--- src/rtl/dmem_arbiter.sv ---
// Two-port arbiter in front of the single-port data memory: core (C) and loader (L).
// Core has priority from idle; a bounded burst counter keeps either port from starving the other.
module dmem_arbiter #(
    parameter int AW        = 8,
    parameter int DW        = 8,
    parameter int MAX_BURST = 4
) (
    input  logic          clk,
    input  logic          reset,
    input  logic          c_req,
    input  logic          c_we,
    input  logic [AW-1:0] c_addr,
    input  logic [DW-1:0] c_wdata,
    output logic          c_gnt,
    output logic          c_rvalid,
    output logic [DW-1:0] c_rdata,
    input  logic          l_req,
    input  logic          l_we,
    input  logic [AW-1:0] l_addr,
    input  logic [DW-1:0] l_wdata,
    output logic          l_gnt,
    output logic          l_rvalid,
    output logic [DW-1:0] l_rdata,
    output logic          m_wr_en,
    output logic          m_rd_en,
    output logic [AW-1:0] m_addr,
    output logic [DW-1:0] m_wdata,
    input  logic [DW-1:0] m_rdata,
    output logic          core_stall
);

    localparam int BW = $clog2(MAX_BURST + 1);
    localparam logic [BW-1:0] BURST_MAX = BW'(MAX_BURST);
    localparam logic [BW-1:0] BURST_ONE = BW'(1);

    typedef enum logic [1:0] {
        IDLE = 2'd0,
        CORE = 2'd1,
        LDR  = 2'd2
    } owner_t;

    owner_t        owner, owner_nxt;
    logic [BW-1:0] burst_cnt, burst_nxt;
    logic          burst_left;

    assign burst_left = (burst_cnt < BURST_MAX);

    always_ff @(posedge clk) begin
        if (!reset) begin
            owner     <= IDLE;
            burst_cnt <= '0;
        end else begin
            owner     <= owner_nxt;
            burst_cnt <= burst_nxt;
        end
    end

    // The owner keeps the port while it asks, unless the other side is waiting
    // and the owner has already used its full burst.
    always_comb begin
        c_gnt     = 1'b0;
        l_gnt     = 1'b0;
        owner_nxt = IDLE;
        burst_nxt = '0;
        if (reset) begin
            case (owner)
                IDLE: begin
                    if (c_req)      c_gnt = 1'b1;
                    else if (l_req) l_gnt = 1'b1;
                end
                CORE: begin
                    if (c_req && (!l_req || burst_left)) c_gnt = 1'b1;
                    else if (l_req)                      l_gnt = 1'b1;
                end
                LDR: begin
                    if (l_req && (!c_req || burst_left)) l_gnt = 1'b1;
                    else if (c_req)                      c_gnt = 1'b1;
                end
                default: ;
            endcase
        end
        if (c_gnt) begin
            owner_nxt = CORE;
            if (owner != CORE)   burst_nxt = BURST_ONE;
            else if (burst_left) burst_nxt = burst_cnt + BURST_ONE;
            else                 burst_nxt = burst_cnt;
        end else if (l_gnt) begin
            owner_nxt = LDR;
            if (owner != LDR)    burst_nxt = BURST_ONE;
            else if (burst_left) burst_nxt = burst_cnt + BURST_ONE;
            else                 burst_nxt = burst_cnt;
        end
    end

    always_comb begin
        m_wr_en = 1'b0;
        m_rd_en = 1'b0;
        m_addr  = '0;
        m_wdata = '0;
        if (c_gnt) begin
            m_wr_en = c_we;
            m_rd_en = ~c_we;
            m_addr  = c_addr;
            m_wdata = c_wdata;
        end else if (l_gnt) begin
            m_wr_en = l_we;
            m_rd_en = ~l_we;
            m_addr  = l_addr;
            m_wdata = l_wdata;
        end
    end

    assign core_stall = c_req & ~c_gnt;

    // Memory read is combinational, so load data is captured at the grant edge.
    always_ff @(posedge clk) begin
        if (!reset) begin
            c_rvalid <= 1'b0;
            l_rvalid <= 1'b0;
            c_rdata  <= '0;
            l_rdata  <= '0;
        end else begin
            c_rvalid <= c_gnt & ~c_we;
            l_rvalid <= l_gnt & ~l_we;
            if (c_gnt && !c_we) c_rdata <= m_rdata;
            if (l_gnt && !l_we) l_rdata <= m_rdata;
        end
    end

endmodule

--- config.mk ---
export PLATFORM = sky130hd
export DESIGN_NAME = dmem_arbiter
export DESIGN_NICKNAME = d
export VERILOG_FILES = /design/src/rtl/dmem_arbiter.sv
export SDC_FILE = /design/constraint.sdc
export NUM_CORES = 1
export LEC_CHECK = 0
export CORE_ASPECT_RATIO = 1.75
export CORE_UTILIZATION = 33
export CTS_CLUSTER_DIAMETER = 120
export DETAILED_ROUTE_END_ITERATION = 10
export PLACE_DENSITY = 0.79
export SYNTH_ARGS = -nofsm -noshare
export SYNTH_HDL_FRONTEND = slang
export SYNTH_SLANG_ARGS = --single-unit
--- constraint.sdc ---
create_clock -name clk -period 2 [get_ports clk]
set_input_delay 0.4 -clock clk [delete_from_list [all_inputs] [get_ports clk]]
set_output_delay 0.4 -clock clk [all_outputs]
set_load 0.01 [all_outputs]
# After elaboration in Yosys (flattened, before gate mapping)
# Cells that the tools add are included.
# totals
regBits,23
latchBits,0
ramBits,0
mem_bits_ro,0
inputBits,46
out_inout_bits,39
mem_count,0
# classes
add_sub_neg,1
n_mul,0
div,0
n_lt_le_gt_ge,1
eq_ne,4
shifts,0
mux,26
bitwise,7
reduce_logical,12
# op_table
op,n
$mux 8,4
$mux 3,5
$mux 1,14
$pmux 1 s3,2
$logic_and 1x1->1,4
$logic_not 1->1,4
$not 1->1,4
$add 3x1->3 const B,1
$and 1x1->1,3
$lt 3x3->1 const B,1
$eq 2x1->1 const B,1
$eq 2x2->1 const B,1
$logic_not 2->1,1
$logic_or 1x1->1,2
$mux 2,1
$ne 2x1->1 const B,1
$ne 2x2->1 const B,1
$reduce_or 2->1,1

# Depth between registers and ports, before layout
# depth
depth_word,8
ltp_mapped,6
depth_no_buf,4

# Least setup slack after synthesis
# Ideal clock, no wire load.
# synth_path
path_type,input to output
start,in reset
end,out m_addr[0]
arrival_time_ns,1.482
t_required_ns,1.600
path_slack_ns,0.118
path_stages,5
cell_sequence,buf_4 > a21bo_2 > a211oi_1 > buf_2 > a22o_1
# synth_rtl
item,line,text
from (decl),9,"input logic reset,"
$mux 1,65,if (reset) begin
named net c_gnt,14,"output logic c_gnt,"
$mux 8,100,if (c_gnt) begin
to (decl),26,"output logic [AW-1:0] m_addr,"
# The timed path passes the listed nets, and every way through them passes these cells.

# Final worst setup path
# layout_path
start,reg burst_cnt[2]
end,out m_addr[1]
# layout_via
elab_chain_cells,8
# layout_rtl
item,line,text
from (decl),43,"logic [BW-1:0] burst_cnt, burst_nxt;"
from (signal assigned),54,burst_cnt <= burst_nxt;
$lt 3x3->1 (*),46,assign burst_left = (burst_cnt < BURST_MAX);
$logic_or 1x1->1 (on tied branches),"76, 72",
$logic_and 1x1->1 (on tied branches),"76, 72",
$mux 1 (on tied branches),"76, 72",
$pmux 1 s3,66,case (owner)
$mux 1,65,
$mux 8,105,end else if (l_gnt) begin
$mux 8 (*),100,
# Mark *: on every way between the ends. The rest lies on a longest branch, timed or not.

==> summary.md <==
| Metric | Value |
|---|---|
| Core area | 3180 um2 |
| Port buffer count | 84 |
| Die height | 78.7 um |
| Total number of yosys warnings | 0 |
| Worst rel slew slack | 0.780 |
| M1 wire length | 1220 um |
| Antenna Cells | 0 |
| Hold slack | 0.458 ns |
| # setup viols final | 18 |
| CTS tree | done |
| Mapped Area | 1110 um2 |
| Share of post-route cells with drive strength above 1 | 0.325 |
| Crit path max fanout | 5 |
| Length of routed met2 wiring | 2180 um |
| Power Dens Cells | 492 nW/um2 |
| Total global routing overflow | 0 |
| Leakage | 0.970 nW |
| Total GRT Usage | 0.229 |
| DRT Pass-1 Iters | 3 |
| Syn Area/Cell | 8.88 um2 |
| Sequential fraction of the synthesis area | 0.415 |
| Cell variety after synth | 23 |
| Synth area leader | dfxtp_1 |
| Critical Path End Type | output port |
| Die W | 45.8 um |
| WP data arrival | 1.80 ns |
| Met3 wire len | 351 um |
| Overall power | 0.00114 W |
| Fin. Hold Viols | 0 |
| Minimum clock period | 2.20 ns |
| WP data required | 1.60 ns |
| Failing checks | negative setup slack |
| Cell row count | 27 |
| Max cap viols | 0 |
| Post-synthesis cell count | 125 |
| Num ports | 85 |
| Clk buf depth | 2 |
| Run status | finished, violations left |
| Residual DRC count | 0 |
| First-pass GRT wire length | 6140 um |
| Worst-path clk slew | 0.08 ns |
| Syn Nets | 172 |
| DIE AREA | 3610 um2 |
| WL/cell | 13.2 um |
| Final WS setup | -0.197 ns |
| Vias in the first global route | 1490 |
| Yosys reg bits | 23 |
| Post-CTS Hold Fix Bufs | 0 |
| Peak VDD IR | 0.000326 V |
| H-tree Lvls | 1 |
| Clk_lat worst skew | 0.26 ns |
| Final wirelength | 3800 um |
| Final setup TNS | -2.86 ns |
| Antenna violations before repair | 0 |
| Initial DRC count | 11 |
| RSZ-0062 raised after global routing | true |
| Hpwl dp | 2870 um |
| Pin count of the biggest net entering global routing | 18 |
| Area Growth Syn to Fin | 109% |
| Hold Crit Class | reg -> reg |
| Slew @ Worst Pin | 0.329 ns |
| Worst clock skew | 0.000699 ns |
| CTS sink count | 23 |
| RePlAce Congestion | 0.755 |
| Max Slew Vio Count | 0 |
| Initial Util | 0.349 |
| ANT nets after route | 0 |
| Highest routed layer | met4 |
| Via count | 1400 |
| Kind of critical path | reg -> out |
| Root buffer cell | clkbuf_8 |
| Fmax | 455 MHz |
| NumNets Final | 294 |
| Tcrit/Tclk final | 1.10 |
| CTS Buf Count | 3 |
| # fillers | 241 |
| Yosys top cell area share | 0.415 |
| Area contributors post-synth | dfxtp_1, a22o_1, nand2_1 |
| Crit start category | flip-flop |
| Post-DR vias/cell | 4.84 |
[power by group]
group	internal (W)	switching (W)	total, W
clock network	0.000142	0.000143	0.000285
logic	0.000226	0.000136	0.000362
registers	0.000478	0.0000138	0.000492
[worst max-delay path, cell delays in order, from the launching register on]
cell and delay [ns]:
dfxtp_4 0.38, mux2_4 0.33, a211oi_4 0.28, buf_6 0.17, buf_4 0.11, a22o_1 0.13, buf_2 0.13
[routing by layer]
metal	up-vias	GRT usage
met5	-	0
met4	0	0.0676
met3	7	0.0500
met2	89	0.480
met1	619	0.188
li1	685	-
[layout by cell type (no fill, tap or decap)]
| cell type | n |
|---|---|
| o21ai_1 | 1 |
| ha_1 | 1 |
| clkbuf_8 | 3 |
| nand3b_1 | 1 |
| nor2_1 | 4 |
| buf_2 | 19 |
| clkdlybuf4s50_1 | 60 |
| mux2_4 | 1 |
| a211oi_4 | 2 |
| inv_2 | 1 |
| inv_1 | 1 |
| buf_12 | 1 |
| nor4b_1 | 1 |
| a2111oi_4 | 2 |
| a21bo_4 | 1 |
| dfxtp_4 | 2 |
| o21ai_0 | 16 |
| nor2_2 | 1 |
| clkdlybuf4s15_1 | 1 |
| mux2i_4 | 1 |
| dfxtp_2 | 1 |
| nand2_1 | 33 |
| a211oi_1 | 3 |
| dfxtp_1 | 20 |
| buf_6 | 13 |
| or3b_2 | 1 |
| a21oi_1 | 2 |
| xnor2_1 | 1 |
| a22o_1 | 17 |
| buf_4 | 30 |
| clkbuf_1 | 1 |
| dlygate4sd2_1 | 2 |
| or2_4 | 1 |
| mux2i_1 | 1 |
[synth_stat cells]
| cell type | count |
|---|---|
| a2111oi_4 | 2 |
| a211oi_1 | 5 |
| a21bo_2 | 1 |
| a21oi_1 | 2 |
| a22o_1 | 17 |
| buf_2 | 4 |
| buf_4 | 1 |
| buf_6 | 3 |
| clkbuf_1 | 1 |
| dfxtp_1 | 23 |
| ha_1 | 1 |
| inv_1 | 2 |
| mux2_4 | 1 |
| mux2i_1 | 2 |
| nand2_1 | 33 |
| nand3b_1 | 1 |
| nor2_1 | 5 |
| nor4b_1 | 1 |
| o21ai_0 | 16 |
| o21ai_1 | 1 |
| or2_2 | 1 |
| or3b_2 | 1 |
| xnor2_1 | 1 |
[stage by stage]
stage	utilization	setup slack, ns	cells	instance area (um2)
2_1_floorplan	-	0.118	125	1110
3_3_place_gp	0.659	-0.748	262	2090
3_5_place_dp	0.659	-0.787	262	2090
4_1_cts	0.723	-0.207	288	2300
5_1_grt	0.729	-0.267	289	2320
6_report	0.729	-0.197	289	2320
[cells by family (layout without fill, tap and decap cells)]
kind of cell	after synthesis	after routing	share of synthesized area
flip-flops	23	23	0.415
multiplexers	3	3	0.0316
XOR/XNOR	1	1	0.00789
AO/OA/AOI/OAI	44	44	0.312
adder cells (fa/ha/maj)	1	1	0.0113
buffers and inverters	11	132	0.0654
AND/OR/NAND/NOR	42	42	0.157
[path summary, 6_finish.rpt]
kind	from	endpoint	slack [ns]	cells after the start
hold / removal	l_rdata[6]	l_rdata[6]	0.46	2
setup reg to reg	burst_cnt[2]	l_rdata[1]	0.22	7
hold reg to reg	l_rdata[6]	l_rdata[6]	0.46	2
setup / recovery	burst_cnt[2]	m_addr[1]	-0.20	6
[final cells by class]
| cell class | instances | area (um2) | share of cell area |
|---|---|---|---|
| multi-input combinational | 91 | 626 | 0.270 |
| clock buffer | 4 | 45.0 | 0.0194 |
| sequential | 23 | 469 | 0.203 |
| timing repair buffer | 126 | 1110 | 0.481 |
| inverter | 2 | 7.51 | 0.00324 |
| tap | 43 | 53.8 | 0.0232 |
[state kept, by name (all words and copies together) (netlist names)]
name	cells
burst_cnt	3
c_rdata	8
c_rvalid	1
l_rdata	8
l_rvalid	1
owner	2
[repair_timing]
action | CTS | global route
endpoints found under the setup margin | 21 | 21
resized for setup | 114 | 3
cloned | 1 | 0
pin swaps | 15 | 9
buffers inserted | 21 | 1
No activity file was read; power rests on OpenSTA's default activity.
